--- config.mk ---
export PLATFORM = sky130hd
export DESIGN_NAME = serial_demux_rx
export DESIGN_NICKNAME = d
export VERILOG_FILES = /design/src/rtl/serial_demux_rx_pkg.sv /design/src/rtl/serial_field_shifter.sv /design/src/rtl/serial_demux_rx.sv
export SDC_FILE = /design/constraint.sdc
export NUM_CORES = 1
export LEC_CHECK = 0
export BUFFER_PORTS_ARGS = -buffer_cell sky130_fd_sc_hd__clkbuf_2
export CAP_MARGIN = 20
export CORE_UTILIZATION = 48
export DETAILED_ROUTE_END_ITERATION = 10
export GPL_ROUTABILITY_DRIVEN = 0
export GPL_TIMING_DRIVEN = 0
export PLACE_DENSITY = 0.75
export SYNTH_ARGS = -nofsm -noshare
export SYNTH_HDL_FRONTEND = slang
export SYNTH_SLANG_ARGS = --single-unit
--- constraint.sdc ---
create_clock -name clkEn -period 1.4 [get_ports clkEn]
set_input_delay 0.28 -clock clkEn [delete_from_list [all_inputs] [get_ports clkEn]]
set_output_delay 0.28 -clock clkEn [all_outputs]
set_load 0.1 [all_outputs]
--- src/rtl/serial_demux_rx_pkg.sv ---
// Shared types and elaboration helpers for the serial frame receiver/demultiplexer.
package serial_demux_rx_pkg;

    typedef enum logic [2:0] {
        IDLE = 3'd0,
        ADDR = 3'd1,
        LEN  = 3'd2,
        DATA = 3'd3,
        PAR  = 3'd4
    } state_t;

    function automatic int nch_of(input int addr_w);
        return int'(32'd1 << addr_w);
    endfunction

    // Smallest counter width (at least 1) able to hold 0..n-1.
    function automatic int cnt_w(input int n);
        int w;
        w = 1;
        for (int i = 1; i < 31; i++) begin
            if (int'(32'd1 << i) < n) begin
                w = i + 1;
            end
        end
        return w;
    endfunction

endpackage

--- src/rtl/serial_field_shifter.sv ---
// MSB-first serial field collector: shift register, bit counter and a flag
// marking the edge on which the final bit of the field is taken.
module serial_field_shifter
    import serial_demux_rx_pkg::*;
#(
    parameter int W = 4
) (
    input  logic         clkEn,
    input  logic         rst,
    input  logic         en,
    input  logic         clr,
    input  logic         din,
    output logic [W-1:0] data,
    output logic [W-1:0] data_next,
    output logic         full
);

    localparam int CW = cnt_w(W);

    logic [W-1:0]  data_r;
    logic [CW-1:0] cnt_r;
    logic [W:0]    shifted_s;

    assign shifted_s = {data_r, din};
    assign data_next = shifted_s[W-1:0];
    assign full      = en && (cnt_r == CW'(W - 1));
    assign data      = data_r;

    // Shift register and bit counter; counter wraps to 0 once the field is complete.
    always_ff @(posedge clkEn or posedge rst) begin
        if (rst) begin
            data_r <= '0;
            cnt_r  <= '0;
        end else if (clr) begin
            data_r <= '0;
            cnt_r  <= '0;
        end else if (en) begin
            data_r <= data_next;
            cnt_r  <= full ? '0 : cnt_r + CW'(1);
        end
    end

endmodule

--- src/rtl/serial_demux_rx.sv ---
// Serial frame receiver: start bit, channel address, length, data routed to
// one of 2**ADDR_W channels, optional even-parity bit.
module serial_demux_rx
    import serial_demux_rx_pkg::*;
#(
    parameter int ADDR_W = 2,
    parameter int LEN_W  = 4,
    parameter bit PARITY = 1'b1
) (
    input  logic                          clkEn,
    input  logic                          rst,
    input  logic                          serIn,
    input  logic [nch_of(ADDR_W)-1:0]     chanMask,
    output logic [nch_of(ADDR_W)-1:0]     serOut,
    output logic [nch_of(ADDR_W)-1:0]     serOutValid,
    output logic [ADDR_W-1:0]             addr,
    output logic                          done,
    output logic                          parityErr,
    output logic                          dropped
);

    localparam int NCH = nch_of(ADDR_W);

    state_t              state_r;
    state_t              state_next_s;
    logic [ADDR_W-1:0]   addr_r;
    logic                en_r;
    logic [LEN_W-1:0]    cnt_r;
    logic                par_r;
    logic                parity_err_r;
    logic                dropped_r;

    logic                start_s;
    logic [ADDR_W-1:0]   addr_field_s;
    logic [ADDR_W-1:0]   addr_next_s;
    logic                addr_full_s;
    logic [LEN_W-1:0]    len_field_s;
    logic [LEN_W-1:0]    len_next_s;
    logic                len_full_s;

    assign start_s = (state_r == IDLE) && (serIn == 1'b0);

    serial_field_shifter #(.W(ADDR_W)) u_addr_shift (
        .clkEn     (clkEn),
        .rst       (rst),
        .en        (state_r == ADDR),
        .clr       (start_s),
        .din       (serIn),
        .data      (addr_field_s),
        .data_next (addr_next_s),
        .full      (addr_full_s)
    );

    serial_field_shifter #(.W(LEN_W)) u_len_shift (
        .clkEn     (clkEn),
        .rst       (rst),
        .en        (state_r == LEN),
        .clr       (start_s),
        .din       (serIn),
        .data      (len_field_s),
        .data_next (len_next_s),
        .full      (len_full_s)
    );

    // Next-state decode; unknown encodings fall back to IDLE.
    always_comb begin
        state_next_s = state_r;
        case (state_r)
            IDLE: begin
                if (serIn == 1'b0) state_next_s = ADDR;
                else               state_next_s = IDLE;
            end
            ADDR: begin
                if (addr_full_s) state_next_s = LEN;
                else             state_next_s = ADDR;
            end
            LEN: begin
                if (len_full_s) begin
                    if (len_next_s == '0) state_next_s = IDLE;
                    else                  state_next_s = DATA;
                end else begin
                    state_next_s = LEN;
                end
            end
            DATA: begin
                if (cnt_r == LEN_W'(1)) state_next_s = PARITY ? PAR : IDLE;
                else                    state_next_s = DATA;
            end
            PAR:     state_next_s = IDLE;
            default: state_next_s = IDLE;
        endcase
    end

    // State register plus per-frame address, enable, length counter and status flags.
    always_ff @(posedge clkEn or posedge rst) begin
        if (rst) begin
            state_r      <= IDLE;
            addr_r       <= '0;
            en_r         <= 1'b0;
            cnt_r        <= '0;
            par_r        <= 1'b0;
            parity_err_r <= 1'b0;
            dropped_r    <= 1'b0;
        end else begin
            state_r <= state_next_s;
            case (state_r)
                IDLE: begin
                    if (serIn == 1'b0) begin
                        par_r        <= 1'b0;
                        parity_err_r <= 1'b0;
                        dropped_r    <= 1'b0;
                    end
                end
                ADDR: begin
                    if (addr_full_s) begin
                        addr_r    <= addr_next_s;
                        en_r      <= chanMask[addr_next_s];
                        dropped_r <= ~chanMask[addr_next_s];
                    end
                end
                LEN: begin
                    if (len_full_s) begin
                        cnt_r <= len_next_s;
                    end
                end
                DATA: begin
                    par_r <= par_r ^ serIn;
                    cnt_r <= cnt_r - LEN_W'(1);
                end
                PAR: begin
                    parity_err_r <= par_r ^ serIn;
                end
                default: begin
                end
            endcase
        end
    end

    // Data routing is combinational so the addressed consumer sees serIn in the same cycle.
    always_comb begin
        serOut      = '0;
        serOutValid = '0;
        if (state_r == DATA) begin
            serOut      = {{(NCH-1){1'b0}}, serIn} << addr_r;
            serOutValid = {{(NCH-1){1'b0}}, en_r} << addr_r;
        end else begin
            serOut      = '0;
            serOutValid = '0;
        end
    end

    assign addr      = addr_r;
    assign done      = (state_r == IDLE);
    assign parityErr = parity_err_r;
    assign dropped   = dropped_r;

endmodule

==> results of run 1 <==
==> cells by family (layout without fill, tap and decap cells) <==
logic type,count (synthesis),in the layout
AO/OA/AOI/OAI,22,22
adder cells (fa/ha/maj),3,3
multiplexers,9,9
flip-flops,20,20
XOR/XNOR,1,1
buffers and inverters,10,53
AND/OR/NAND/NOR,37,37
==> path summary, 6_finish.rpt <==
kind | start | endpoint | slack (ns) | cells after the start
max in group asynchronous | rst | addr[1]$_DFFE_PP0N_ | 0.76 | 2
max | state_r[1]$_DFF_PP0_ | cnt_r[2]$_DFFE_PP0P_ | -0.45 | 8
min in group clkEn | serIn | u_len_shift.data[0]$_DFFE_PP0P_ | 0.37 | 3
min | rst | parityErr$_DFFE_PP0P_ | 0.08 | 2
max reg2reg | state_r[1]$_DFF_PP0_ | cnt_r[2]$_DFFE_PP0P_ | -0.45 | 8
min reg2reg | parityErr$_DFFE_PP0P_ | parityErr$_DFFE_PP0P_ | 0.51 | 1
==> area by class of cell <==
| type | count | area share (%) |
|---|---|---|
| Multi-Input combinational cell | 72 | 39.3 |
| Sequential cell | 20 | 27.4 |
| Timing Repair Buffer | 39 | 25.8 |
| Buffer | 5 | 2.69 |
| Clock buffer | 4 | 1.95 |
| Tap cell | 28 | 1.88 |
| Inverter | 5 | 1.01 |
==> per-stage QoR <==
| stage | power [W] | hold slack (ns) | TNS, ns |
|---|---|---|---|
| after detailed placement | 0.00338 | 0.429 | -2.95 |
| final | 0.00463 | 0.0807 | -6.10 |
| after floorplan | 0.00302 | 0.244 | -3.04 |
| after CTS | 0.00430 | 0.107 | -3.67 |
| after global routing | 0.00483 | 0.124 | -7.27 |
| after global placement | 0.00331 | 0.426 | -2.71 |
==> cells in the mapped netlist, types with 2 or more instances <==
library cell,number,share of area [%]
sky130_fd_sc_hd__o21ai_0,2,0.90
sky130_fd_sc_hd__nor2_1,11,3.7
sky130_fd_sc_hd__mux2i_1,4,3.6
sky130_fd_sc_hd__dfrtp_1,20,45
sky130_fd_sc_hd__inv_1,5,1.7
sky130_fd_sc_hd__a22o_2,3,2.7
sky130_fd_sc_hd__buf_6,3,3.0
sky130_fd_sc_hd__mux2_2,2,2.0
sky130_fd_sc_hd__ha_1,3,3.4
sky130_fd_sc_hd__nor3_1,6,2.7
sky130_fd_sc_hd__nand2_1,6,2.0
sky130_fd_sc_hd__nand2b_1,3,1.7
sky130_fd_sc_hd__a21oi_1,6,2.7
sky130_fd_sc_hd__buf_2,2,0.90
==> cells in the final DEF, fill, tap and decap left out, types with 2 or more instances in the layout <==
cell	count
sky130_fd_sc_hd__clkbuf_2	6
sky130_fd_sc_hd__a21oi_1	4
sky130_fd_sc_hd__inv_1	5
sky130_fd_sc_hd__a22o_2	3
sky130_fd_sc_hd__a21oi_2	2
sky130_fd_sc_hd__ha_1	2
sky130_fd_sc_hd__nor2_2	2
sky130_fd_sc_hd__buf_4	14
sky130_fd_sc_hd__nor3_4	5
sky130_fd_sc_hd__mux2i_1	4
sky130_fd_sc_hd__nor2_4	5
sky130_fd_sc_hd__nor2_1	4
sky130_fd_sc_hd__nand2b_4	2
sky130_fd_sc_hd__clkbuf_4	5
sky130_fd_sc_hd__mux2_4	3
sky130_fd_sc_hd__nand2_2	2
sky130_fd_sc_hd__dfrtp_4	2
sky130_fd_sc_hd__buf_6	11
sky130_fd_sc_hd__dfrtp_1	17
sky130_fd_sc_hd__nand2_1	3
sky130_fd_sc_hd__clkbuf_16	10
==> power breakdown <==
part           leakage [nW]  total, W  internal (W)  switching, W
clock network        0.0210  0.000333      0.000158      0.000175
registers             0.247   0.00121      0.000862      0.000348
logic                 0.559   0.00309       0.00138       0.00171
==> timing repair <==
item                       4_1_cts  5_1_grt
setup endpoints to repair       17       28
resized for setup               41       13
buffers inserted                14        6
hold buffers                     0        0
pin swaps                        4        3
==> flip-flops by register name, indices dropped and copies added, names as in the netlist <==
| signal | flops |
|---|---|
| parityErr | 1 |
| cnt_r | 4 |
| u_addr_shift.data | 1 |
| addr | 2 |
| par_r | 1 |
| u_addr_shift.cnt_r | 1 |
| u_len_shift.cnt_r | 2 |
| dropped | 1 |
| en_r | 1 |
| state_r | 3 |
| u_len_shift.data | 3 |
==> per-layer routing <==
layer / global-route usage [%] / vias up / routed length, µm / part of all wire [%]
met5: 0 / - / 0 / 0
met4: 8.57 / 0 / 60 / 1.8
met3: 4.85 / 7 / 146 / 4.3
met2: 46.9 / 44 / 1830 / 54
met1: 32.7 / 516 / 1380 / 40
li1: - / 468 / - / -
==> reports/summary.json, run 1 <==
{
  "run_status": {
    "status": "complete, but fails checks",
    "failed_checks": "negative setup slack"
  },
  "global_route": {
    "first_global_vias": 1063,
    "grt_max_degree": 21,
    "grt_first_pass_wirelength_mm": 4.97,
    "globalRoute.totalOverflow": 0,
    "antenna_found_initial": 0,
    "grt_util_all_layers_pct": 26.7
  },
  "critical_path": {
    "setup.worst_path.start_class": "flop",
    "worst-endpoint-required_ns": 1.58,
    "crit_path_buf_inv_count": 5,
    "cell_repeated_most_along_the_worst_path": "sky130_fd_sc_hd__buf_6",
    "worstSetupEndpointType": "flop",
    "crit_arrival_ns": 2.02,
    "setup.worst_path.class": "reg -> reg",
    "cpPeakStageDelay_ns": 0.44,
    "cp_max_fo": 10,
    "worst_path_max_delay_cell": "sky130_fd_sc_hd__dfrtp_1",
    "path_cells": "buf_6, nand3b_4, buf_4, buf_6, buf_6, buf_6, mux2i_1, a221o_1",
    "critical-path-top-delay-family": "buffers and inverters"
  },
  "placed_design": {
    "pre_cts_slack_ns": -0.356,
    "dp_hpwl_mm": 1.72,
    "place.detailed.instances": 149,
    "place_area_um2": 1400,
    "buffer_ports.inserted": 19
  },
  "yosys": {
    "ys_seq_area_share_pct": 44.9,
    "ys.warnings.count": 0,
    "synth-seq-cells": 20,
    "synth_edf_count": 0,
    "yosys-mux-area-fraction_pct": 10.0,
    "synth-compound-area-share_pct": 15.1,
    "synthesized_netlist_net_count": 112,
    "main_combinational_cell_family_by_area_after_synthesis": "simple AND/OR/NAND/NOR gates",
    "post_synthesis_share_of_cell_area_spent_on_and_or_nand_and_nor_gates_pct": 20.2,
    "fraction_of_the_mapped_netlist_area_in_adder_cells_pct": 3.37,
    "synthesis.instances": 102,
    "post_synth_xor_area_fraction_pct": 0.787,
    "synth_area_um2": 1110,
    "synth-async-reset-ratio_pct": 100,
    "synth-main-ff-cell": "sky130_fd_sc_hd__dfrtp_1",
    "synth_area_per_cell_um2": 10.9,
    "yosys.cell_types.count": 40
  },
  "detailed_routing": {
    "drt_iter0_markers": 26,
    "avgRoutedWirePerCell_um": 19.7,
    "drt-total-wl_mm": 3.42,
    "detail_route.vias_per_cell": 5.98,
    "remaining_drc_errors": 0,
    "drt.antenna.violating_nets": 0,
    "total_via_count_after_detailed_routing": 1035,
    "drt_first_pass_iters": 4
  },
  "clock_tree": {
    "cts.path.max_buffers": 2,
    "cts-buffers-inserted": 3,
    "numClockSinks": 20,
    "cts_root_buffer": "sky130_fd_sc_hd__clkbuf_4",
    "clock_tree.htree_level_count": 1,
    "cts_tree": "done",
    "clk_transition_reported_paths_ns": 0.12,
    "clkLatencyLatePin_ns": 0.29
  },
  "sta": {
    "final-setup-viol-count": 24,
    "setup_repair_after_global_routing_missed_its_margin": "yes",
    "clock_skew_ns": 0.00550,
    "timing.fmax_mhz": 542,
    "period_share_pct": 132,
    "finalHoldViolCount": 0,
    "timing.slew.headroom_pct": 48.9,
    "final.min_clock_period_ns": 1.85,
    "final.setup.worst_slack_ns": -0.447,
    "drv_slew": 0,
    "tightest_slew_ns": 0.766
  },
  "pwr": {
    "power.density_cell_area_nw_per_um2": 2490,
    "vdd_ir_drop_max_mv": 2.11,
    "static_leakage_nw": 0.828
  },
  "final_layout": {
    "post_layout_nonfiller_instances": 173,
    "final_core_util_pct": 84.9,
    "flow.area_growth_from_synthesis_pct": 67.1,
    "final-seq-area_um2": 509,
    "multi_input_comb_area_um2": 732,
    "fillers": 101,
    "drive_above_1_share_pct": 60.0,
    "final_net_count": 156,
    "antenna-diode-count": 0,
    "final_area_um2": 1860
  },
  "floorplan": {
    "core.rowCount": 17,
    "area_of_the_core_um2": 2190,
    "io-pin-count": 20,
    "dieArea_um2": 2520,
    "die-width_um": 50.2,
    "initial_core_util_pct": 50.8,
    "floorplan.die.height_um": 50.2
  },
  "min_path": {
    "hold_path.class": "in -> async"
  },
  "flow_run": {
    "max-cap-violations": 0
  }
}
No activity file was read; power rests on OpenSTA's default activity.
==> inputs of run 2 (changes only) <==
--- a/config.mk
+++ b/config.mk
@@ -12,6 +12,8 @@
 export GPL_ROUTABILITY_DRIVEN = 0
 export GPL_TIMING_DRIVEN = 0
 export PLACE_DENSITY = 0.75
+export SETUP_SLACK_MARGIN = 0.02
 export SYNTH_ARGS = -nofsm -noshare
 export SYNTH_HDL_FRONTEND = slang
 export SYNTH_SLANG_ARGS = --single-unit
+export TNS_END_PERCENT = 50
==> run 2 against run 1 <==
Net effect:
- non-clock buffer count is 5 higher
- maximum frequency is 4.8% lower
- clock power is 9.0% higher
- die area stayed put
- the run still ends with negative setup slack left
- clock skew is 0.021 ns higher
- design area is 3.5% higher
==> reports/summary.json, run 2 (synthesized netlist as in run 1, its figures left out) <==
{
  "sta": {
    "timing.slew.headroom": {"value": 47.8, "unit": "%", "change": "was 48.9%"},
    "worst_hold_slack": {"value": 0.0444, "unit": "ns", "change": "was 0.0807 ns"},
    "final.setup.worst_slack": {"value": -0.539, "unit": "ns", "change": "was -0.447 ns"},
    "timing.fmax": {"value": 516, "unit": "MHz", "change": "was 542 MHz"},
    "final.min_clock_period": {"value": 1.94, "unit": "ns", "change": "was 1.85 ns"},
    "tightest_slew": {"value": 0.782, "unit": "ns", "change": "was 0.766 ns"},
    "drv_slew": {"value": 0, "change": "unchanged"},
    "period_share": {"value": 139, "unit": "%", "change": "was 132%"},
    "finalHoldViolCount": {"value": 0, "change": "unchanged"},
    "clock_skew": {"value": 0.0263, "unit": "ns", "change": "was 0.00550 ns"},
    "setup_repair_after_global_routing_missed_its_margin": {"value": "yes", "change": "unchanged"},
    "final-setup-viol-count": {"value": 28, "change": "was 24"}
  },
  "detailed_routing": {
    "avgRoutedWirePerCell": {"value": 23.5, "unit": "µm", "change": "was 19.7 µm"},
    "drt_iter0_markers": {"value": 56, "change": "was 26"},
    "total_via_count_after_detailed_routing": {"value": 1113, "change": "was 1035"},
    "drt_first_pass_iters": {"value": 5, "change": "was 4"},
    "drt.antenna.violating_nets": {"value": 0, "change": "unchanged"},
    "detail_route.vias_per_cell": {"value": 6.25, "change": "was 5.98"},
    "remaining_drc_errors": {"value": 0, "change": "unchanged"},
    "drt-total-wl": {"value": 4.18, "unit": "mm", "change": "was 3.42 mm"}
  },
  "pwr": {
    "static_leakage": {"value": 0.867, "unit": "nW", "change": "was 0.828 nW"},
    "p_switching": {"value": 0.00238, "unit": "W", "change": "was 0.00223 W"},
    "post-layout-total-power": {"value": 0.00485, "unit": "W", "change": "was 0.00463 W"},
    "switching_share": {"value": 49.1, "unit": "%", "change": "was 48.2%"},
    "power_frac_seq": {"value": 25.7, "unit": "%", "change": "was 26.1%"},
    "power.density_cell_area": {"value": 2520, "unit": "nW/µm²", "change": "was 2490 nW/µm²"},
    "internal_power": {"value": 0.00247, "unit": "W", "change": "was 0.00240 W"},
    "p_clk_share": {"value": 7.5, "unit": "%", "change": "was 7.2%"},
    "vdd_ir_drop_max": {"value": 2.11, "unit": "mV", "change": "about the same"},
    "comb_power_share": {"value": 66.8, "unit": "%", "change": "was 66.7%"}
  },
  "placed_design": {
    "place.detailed.instances": {"value": 149, "change": "unchanged"},
    "place_area": {"value": 1370, "unit": "µm²", "change": "was 1400 µm²"},
    "pre_cts_slack": {"value": -0.543, "unit": "ns", "change": "was -0.356 ns"},
    "buffer_ports.inserted": {"value": 19, "change": "unchanged"},
    "dp_hpwl": {"value": 1.76, "unit": "mm", "change": "was 1.72 mm"}
  },
  "final_layout": {
    "mostFrequentLayoutCell": {"value": "sky130_fd_sc_hd__buf_4", "change": "was sky130_fd_sc_hd__dfrtp_1"},
    "post_layout_nonfiller_instances": {"value": 178, "change": "was 173"},
    "largest_register_ffs": {"value": 4, "change": "unchanged"},
    "flow.area_growth_from_synthesis": {"value": 72.9, "unit": "%", "change": "was 67.1%"},
    "largest_register": {"value": "cnt_r", "change": "unchanged"},
    "final_net_count": {"value": 161, "change": "was 156"},
    "final_area": {"value": 1930, "unit": "µm²", "change": "was 1860 µm²"},
    "multi_input_comb_area": {"value": 752, "unit": "µm²", "change": "was 732 µm²"},
    "drive_above_1_share": {"value": 62.0, "unit": "%", "change": "was 60.0%"},
    "antenna-diode-count": {"value": 0, "change": "unchanged"},
    "most-common-layout-cells": {"value": "20 x sky130_fd_sc_hd__buf_4, 17 x sky130_fd_sc_hd__dfrtp_1, 10 x sky130_fd_sc_hd__clkbuf_16", "change": "was 17 x sky130_fd_sc_hd__dfrtp_1, 14 x sky130_fd_sc_hd__buf_4, 11 x sky130_fd_sc_hd__buf_6"},
    "final-seq-area": {"value": 509, "unit": "µm²", "change": "unchanged"},
    "fillers": {"value": 90, "change": "was 101"}
  },
  "flow_run": {
    "max-cap-violations": {"value": 0, "change": "unchanged"}
  },
  "clock_tree": {
    "clkLatencyLatePin": {"value": 0.34, "unit": "ns", "change": "was 0.29 ns"},
    "numClockSinks": {"value": 20, "change": "unchanged"},
    "cts-buffers-inserted": {"value": 3, "change": "unchanged"},
    "clk_transition_reported_paths": {"value": 0.13, "unit": "ns", "change": "was 0.12 ns"},
    "cts_tree": {"value": "done", "change": "unchanged"},
    "cts_root_buffer": {"value": "sky130_fd_sc_hd__clkbuf_4", "change": "unchanged"},
    "cts.path.max_buffers": {"value": 2, "change": "unchanged"},
    "clock_tree.htree_level_count": {"value": 1, "change": "unchanged"}
  },
  "critical_path": {
    "worstSetupEndpointType": {"value": "output pin", "change": "was flop"},
    "crit_path_buf_inv_count": {"value": 2, "change": "was 5"},
    "setup.worst_path.class": {"value": "reg -> out", "change": "was reg -> reg"},
    "worst_path_max_delay_cell": {"value": "sky130_fd_sc_hd__dfrtp_1", "change": "unchanged"},
    "critical-path-top-delay-family": {"value": "simple AND/OR/NAND/NOR gates", "change": "was buffers and inverters"},
    "worst-endpoint-required": {"value": 1.12, "unit": "ns", "change": "was 1.58 ns"},
    "crit_arrival": {"value": 1.66, "unit": "ns", "change": "was 2.02 ns"},
    "path_cells": {"value": "buf_6, nand3b_4, nor3_4, clkbuf_16", "change": "was buf_6, nand3b_4, buf_4, buf_6, buf_6, buf_6, mux2i_1, a221o_1"},
    "cpPeakStageDelay": {"value": 0.45, "unit": "ns", "change": "was 0.44 ns"},
    "setup.worst_path.start_class": {"value": "flop", "change": "unchanged"},
    "cp_max_fo": {"value": 6, "change": "was 10"}
  },
  "floorplan": {
    "die-width": {"value": 50.2, "unit": "µm", "change": "unchanged"},
    "area_of_the_core": {"value": 2190, "unit": "µm²", "change": "unchanged"},
    "floorplan.die.height": {"value": 50.2, "unit": "µm", "change": "unchanged"},
    "io-pin-count": {"value": 20, "change": "unchanged"},
    "core.rowCount": {"value": 17, "change": "unchanged"},
    "dieArea": {"value": 2520, "unit": "µm²", "change": "unchanged"},
    "initial_core_util": {"value": 50.8, "unit": "%", "change": "unchanged"}
  },
  "global_route": {
    "grt_max_degree": {"value": 21, "change": "unchanged"},
    "antenna_found_initial": {"value": 0, "change": "unchanged"},
    "first_global_vias": {"value": 1055, "change": "was 1063"},
    "grt_use_met3": {"value": 8.48, "unit": "%", "change": "was 4.85%"},
    "globalRoute.totalOverflow": {"value": 0, "change": "unchanged"},
    "grt_first_pass_wirelength": {"value": 5.55, "unit": "mm", "change": "was 4.97 mm"},
    "grt.busiest_layer": {"value": "met2", "change": "unchanged"},
    "grt_util_all_layers": {"value": 32.0, "unit": "%", "change": "was 26.7%"},
    "grt_util_met1": {"value": 36.5, "unit": "%", "change": "was 32.7%"},
    "groute.layer.met2.usage": {"value": 54.4, "unit": "%", "change": "was 46.9%"}
  },
  "min_path": {
    "hold_path.class": {"value": "in -> async", "change": "unchanged"}
  },
  "run_status": {
    "status": {"value": "complete, but fails checks", "change": "unchanged"},
    "failed_checks": {"value": "negative setup slack", "change": "unchanged"}
  }
}
==> run 2: final cells by class <==
cell class              count  area share (%)
inverters                   5           0.975
plain buffers               5            2.60
well taps                  28            1.82
repair buffers             44            27.2
flip-flops and latches     20            26.4
multi-input cells          72            39.1
clock buffers               4            1.88
==> run 2: metal layers <==
metal  vias up  share of wire (%)
met2        58                 51
met5         -                  0
li1        473                  -
met1       562                 38
met4         0                5.2
met3        20                6.0
==> run 2: worst paths after layout <==
kind | startpoint | to | slack (ns) | cells after the start
worst max-delay path | state_r[2]$_DFF_PP0_ | serOutValid[1] | -0.54 | 4
worst min-delay path | rst | state_r[2]$_DFF_PP0_ | 0.04 | 2
worst max register to register | state_r[2]$_DFF_PP0_ | cnt_r[2]$_DFFE_PP0P_ | -0.29 | 6
worst min register to register | u_len_shift.data[2]$_DFFE_PP0P_ | u_len_shift.data[2]$_DFFE_PP0P_ | 0.54 | 1
max in group asynchronous | rst | addr[0]$_DFFE_PP0N_ | 0.76 | 2
min in group clkEn | serIn | u_len_shift.data[0]$_DFFE_PP0P_ | 0.33 | 3
==> run 2: worst register-to-register path, stage by stage, from the launching register on <==
cell and delay (ns):
sky130_fd_sc_hd__dfrtp_1 0.45, sky130_fd_sc_hd__buf_6 0.14, sky130_fd_sc_hd__buf_4 0.14, sky130_fd_sc_hd__buf_6 0.12
sky130_fd_sc_hd__and4bb_4 0.33, sky130_fd_sc_hd__mux2i_1 0.08, sky130_fd_sc_hd__a221o_1 0.30
==> run 2: through the flow <==
stage               TNS [ns]  utilization, %
floorplan              -3.85               -
global placement       -3.83            62.6
detailed placement     -4.19            62.6
CTS                    -4.79            80.9
global route           -7.83            87.9
finish                 -7.23            87.9
==> run 2: power by group through the flow <==
stage / clock, W / sequential, W / combinational, W
6_report: 0.000363 / 0.00125 / 0.00324
5_1_grt: 0.000386 / 0.00126 / 0.00336
4_1_cts: 0.000344 / 0.00119 / 0.00273
3_5_place_dp: 0 / 0.00119 / 0.00214
3_3_place_gp: 0 / 0.00117 / 0.00208
2_1_floorplan: 0 / 0.00147 / 0.00149
==> run 2: repair_timing <==
action                                  in CTS  in global routing
hold buffers                                 0                  0
pin swaps                                    5                  4
buffers inserted                            12                 15
gates resized for setup                     52                 13
endpoints found under the setup margin      20                 30
==> inputs of run 3 (changes only) <==
--- a/config.mk
+++ b/config.mk
@@ -6,12 +6,13 @@
 export NUM_CORES = 1
 export LEC_CHECK = 0
 export BUFFER_PORTS_ARGS = -buffer_cell sky130_fd_sc_hd__clkbuf_2
-export CAP_MARGIN = 20
+export CAP_MARGIN = 10
 export CORE_UTILIZATION = 48
 export DETAILED_ROUTE_END_ITERATION = 10
 export GPL_ROUTABILITY_DRIVEN = 0
 export GPL_TIMING_DRIVEN = 0
-export PLACE_DENSITY = 0.75
+export PLACE_DENSITY = 0.73
+export REMOVE_ABC_BUFFERS = 1
 export SETUP_SLACK_MARGIN = 0.02
 export SYNTH_ARGS = -nofsm -noshare
 export SYNTH_HDL_FRONTEND = slang
==> run 3 against run 2 <==
Net effect:
- the flow still finishes with violations (negative setup slack)
- die area unchanged
- via count is 7.9% lower
- combinational power decreased by 12%
- critical endpoint is now serOutValid[3]
- largest cell class unchanged
- highest routed layer unchanged
==> reports/summary.json, run 3 (synthesized netlist as in run 1, its figures left out) <==
{
  "sta": {
    "tightest_slew": {"value": 0.752, "unit": "ns", "change": "was 0.782 ns"},
    "timing.slew.headroom": {"value": 49.8, "unit": "%", "change": "was 47.8%"},
    "final.min_clock_period": {"value": 1.79, "unit": "ns", "change": "was 1.94 ns"},
    "drv_slew": {"value": 0, "change": "unchanged"},
    "period_share": {"value": 128, "unit": "%", "change": "was 139%"},
    "timing.fmax": {"value": 558, "unit": "MHz", "change": "was 516 MHz"},
    "clock_skew": {"value": 0.0112, "unit": "ns", "change": "was 0.0263 ns"},
    "final.setup.worst_slack": {"value": -0.392, "unit": "ns", "change": "was -0.539 ns"},
    "setup_repair_after_global_routing_missed_its_margin": {"value": "yes", "change": "unchanged"},
    "final-setup-viol-count": {"value": 21, "change": "was 28"},
    "worst_hold_slack": {"value": 0.0601, "unit": "ns", "change": "was 0.0444 ns"},
    "finalHoldViolCount": {"value": 0, "change": "unchanged"}
  },
  "critical_path": {
    "cp_max_fo": {"value": 4, "change": "was 6"},
    "worst_path_max_delay_cell": {"value": "sky130_fd_sc_hd__dfrtp_2", "change": "was sky130_fd_sc_hd__dfrtp_1"},
    "worst-endpoint-required": {"value": 1.12, "unit": "ns", "change": "about the same"},
    "ff2ff_path_depth": {"value": 6, "change": "unchanged"},
    "setup.worst_path.start_class": {"value": "flop", "change": "unchanged"},
    "worstSetupEndpointType": {"value": "output pin", "change": "unchanged"},
    "crit_arrival": {"value": 1.51, "unit": "ns", "change": "was 1.66 ns"},
    "cpPeakStageDelay": {"value": 0.43, "unit": "ns", "change": "was 0.45 ns"},
    "setup.worst_path.class": {"value": "reg -> out", "change": "unchanged"},
    "path_cells": {"value": "and3b_2, nand2_4, nor2_4, clkbuf_16", "change": "was buf_6, nand3b_4, nor3_4, clkbuf_16"}
  },
  "final_layout": {
    "final_area": {"value": 1710, "unit": "µm²", "change": "was 1930 µm²"},
    "drive_above_1_share": {"value": 60.6, "unit": "%", "change": "was 62.0%"},
    "post_layout_nonfiller_instances": {"value": 170, "change": "was 178"},
    "flow.area_growth_from_synthesis": {"value": 53.1, "unit": "%", "change": "was 72.9%"},
    "final_net_count": {"value": 154, "change": "was 161"},
    "most-common-layout-cells": {"value": "19 x sky130_fd_sc_hd__buf_4, 14 x sky130_fd_sc_hd__dfrtp_1, 6 x sky130_fd_sc_hd__nor2_1, 6 x sky130_fd_sc_hd__dfrtp_2, 6 x sky130_fd_sc_hd__clkbuf_2", "change": "was 20 x sky130_fd_sc_hd__buf_4, 17 x sky130_fd_sc_hd__dfrtp_1, 10 x sky130_fd_sc_hd__clkbuf_16"},
    "fillers": {"value": 119, "change": "was 90"},
    "final_core_util": {"value": 77.8, "unit": "%", "change": "was 87.9%"},
    "mostFrequentLayoutCell": {"value": "sky130_fd_sc_hd__buf_4", "change": "unchanged"},
    "largest_register": {"value": "cnt_r", "change": "unchanged"},
    "largest_register_ffs": {"value": 4, "change": "unchanged"},
    "antenna-diode-count": {"value": 0, "change": "unchanged"}
  },
  "floorplan": {
    "die-width": {"value": 50.2, "unit": "µm", "change": "unchanged"},
    "dieArea": {"value": 2520, "unit": "µm²", "change": "unchanged"},
    "floorplan.die.height": {"value": 50.2, "unit": "µm", "change": "unchanged"},
    "io-pin-count": {"value": 20, "change": "unchanged"},
    "area_of_the_core": {"value": 2190, "unit": "µm²", "change": "unchanged"},
    "core.rowCount": {"value": 17, "change": "unchanged"},
    "initial_core_util": {"value": 50.8, "unit": "%", "change": "unchanged"}
  },
  "detailed_routing": {
    "drt_iter0_markers": {"value": 19, "change": "was 56"},
    "avgRoutedWirePerCell": {"value": 19.4, "unit": "µm", "change": "was 23.5 µm"},
    "remaining_drc_errors": {"value": 0, "change": "unchanged"},
    "drt.antenna.violating_nets": {"value": 0, "change": "unchanged"},
    "drt_first_pass_iters": {"value": 4, "change": "was 5"},
    "total_via_count_after_detailed_routing": {"value": 1025, "change": "was 1113"},
    "detail_route.vias_per_cell": {"value": 6.03, "change": "was 6.25"},
    "drt-total-wl": {"value": 3.30, "unit": "mm", "change": "was 4.18 mm"}
  },
  "global_route": {
    "antenna_found_initial": {"value": 0, "change": "unchanged"},
    "first_global_vias": {"value": 934, "change": "was 1055"},
    "grt_first_pass_wirelength": {"value": 4.89, "unit": "mm", "change": "was 5.55 mm"},
    "grt_max_degree": {"value": 21, "change": "unchanged"},
    "globalRoute.totalOverflow": {"value": 0, "change": "unchanged"},
    "grt_util_all_layers": {"value": 27.4, "unit": "%", "change": "was 32.0%"}
  },
  "clock_tree": {
    "clk_transition_reported_paths": {"value": 0.12, "unit": "ns", "change": "was 0.13 ns"},
    "numClockSinks": {"value": 20, "change": "unchanged"},
    "cts_tree": {"value": "done", "change": "unchanged"},
    "cts_root_buffer": {"value": "sky130_fd_sc_hd__clkbuf_4", "change": "unchanged"},
    "clkLatencyLatePin": {"value": 0.31, "unit": "ns", "change": "was 0.34 ns"},
    "cts-buffers-inserted": {"value": 3, "change": "unchanged"},
    "cts_hold_buf": {"value": 0, "change": "unchanged"},
    "cts.path.max_buffers": {"value": 2, "change": "unchanged"},
    "clock_tree.htree_level_count": {"value": 1, "change": "unchanged"}
  },
  "placed_design": {
    "dp_hpwl": {"value": 1.57, "unit": "mm", "change": "was 1.76 mm"},
    "place.detailed.instances": {"value": 144, "change": "was 149"},
    "buffer_ports.inserted": {"value": 19, "change": "unchanged"},
    "place_area": {"value": 1200, "unit": "µm²", "change": "was 1370 µm²"}
  },
  "min_path": {
    "hold_path.class": {"value": "in -> async", "change": "unchanged"}
  },
  "pwr": {
    "static_leakage": {"value": 0.771, "unit": "nW", "change": "was 0.867 nW"},
    "vdd_ir_drop_max": {"value": 1.62, "unit": "mV", "change": "was 2.11 mV"},
    "power.density_cell_area": {"value": 2520, "unit": "nW/µm²", "change": "about the same"}
  },
  "flow_run": {
    "max-cap-violations": {"value": 0, "change": "unchanged"}
  },
  "run_status": {
    "failed_checks": {"value": "negative setup slack", "change": "unchanged"},
    "status": {"value": "complete, but fails checks", "change": "unchanged"}
  }
}
-- run 3: cell types whose count changed in the layout (fill, tap and decap cells not counted), sizes merged --
cell,delta
clkbuf,-1
buf,-7
-- run 3: layout make-up --
cell class | instances | area [µm²] | share of cell area [%]
sequential | 20 | 508 | 29.8
multi-input combinational | 72 | 679 | 39.8
inverter | 5 | 18.8 | 1.10
timing repair buffer | 42 | 442 | 25.9
clock buffer | 3 | 22.5 | 1.32
tap | 28 | 35.0 | 2.05
-- run 3: final timing paths --
check                                 startpoint                     to  slack, ns
min                                          rst   cnt_r[0]$_DFFE_PP0P_       0.06
max                         state_r[2]$_DFF_PP0_         serOutValid[3]      -0.39
max in group asynchronous                    rst   state_r[1]$_DFF_PP0_       0.81
min reg2reg                parityErr$_DFFE_PP0P_  parityErr$_DFFE_PP0P_       0.52
max reg2reg                 state_r[0]$_DFF_PP0_   cnt_r[3]$_DFFE_PP0P_      -0.31
min in group clkEn                   chanMask[0]    dropped$_DFFE_PP0P_       0.37
-- run 3: layer usage --
layer	up-vias	part of all wire (%)	routed length (µm)	GRT usage (%)
met2	38	53	1740	47.6
met5	-	0	0	0
met3	12	3.9	128	2.73
met4	0	2.9	96	11.4
met1	517	41	1340	34.3
li1	458	-	-	-
-- run 3: power breakdown --
group          internal, W  leakage, nW  total, W  switching [W]
clock network     0.000101       0.0138  0.000281       0.000181
registers         0.000854        0.243   0.00117       0.000319
logic              0.00124        0.513   0.00285        0.00160
-- run 3: per-stage QoR --
stage               setup WS [ns]  total power (W)  setup TNS (ns)
global placement           -0.649          0.00287           -5.67
detailed placement         -0.691          0.00293           -6.25
CTS                        -0.320          0.00388           -3.13
global route               -0.431          0.00451           -5.69
finish                     -0.392          0.00430           -4.78
floorplan                   -2.04          0.00256          -15.30
-- run 3: timing repair --
item / 4_1_cts / 5_1_grt
setup endpoints to repair: 23 / 27
cloned: 0 / 0
resized for setup: 51 / 23
buffers inserted: 18 / 5
pin swaps: 13 / 2
-- run 3: critical path, delay by kind of cell (launching register included) --
family	cells	cell delay, ns
buffers and inverters	1	0.22
DFF	1	0.43
and+or+nand+nor	3	0.54
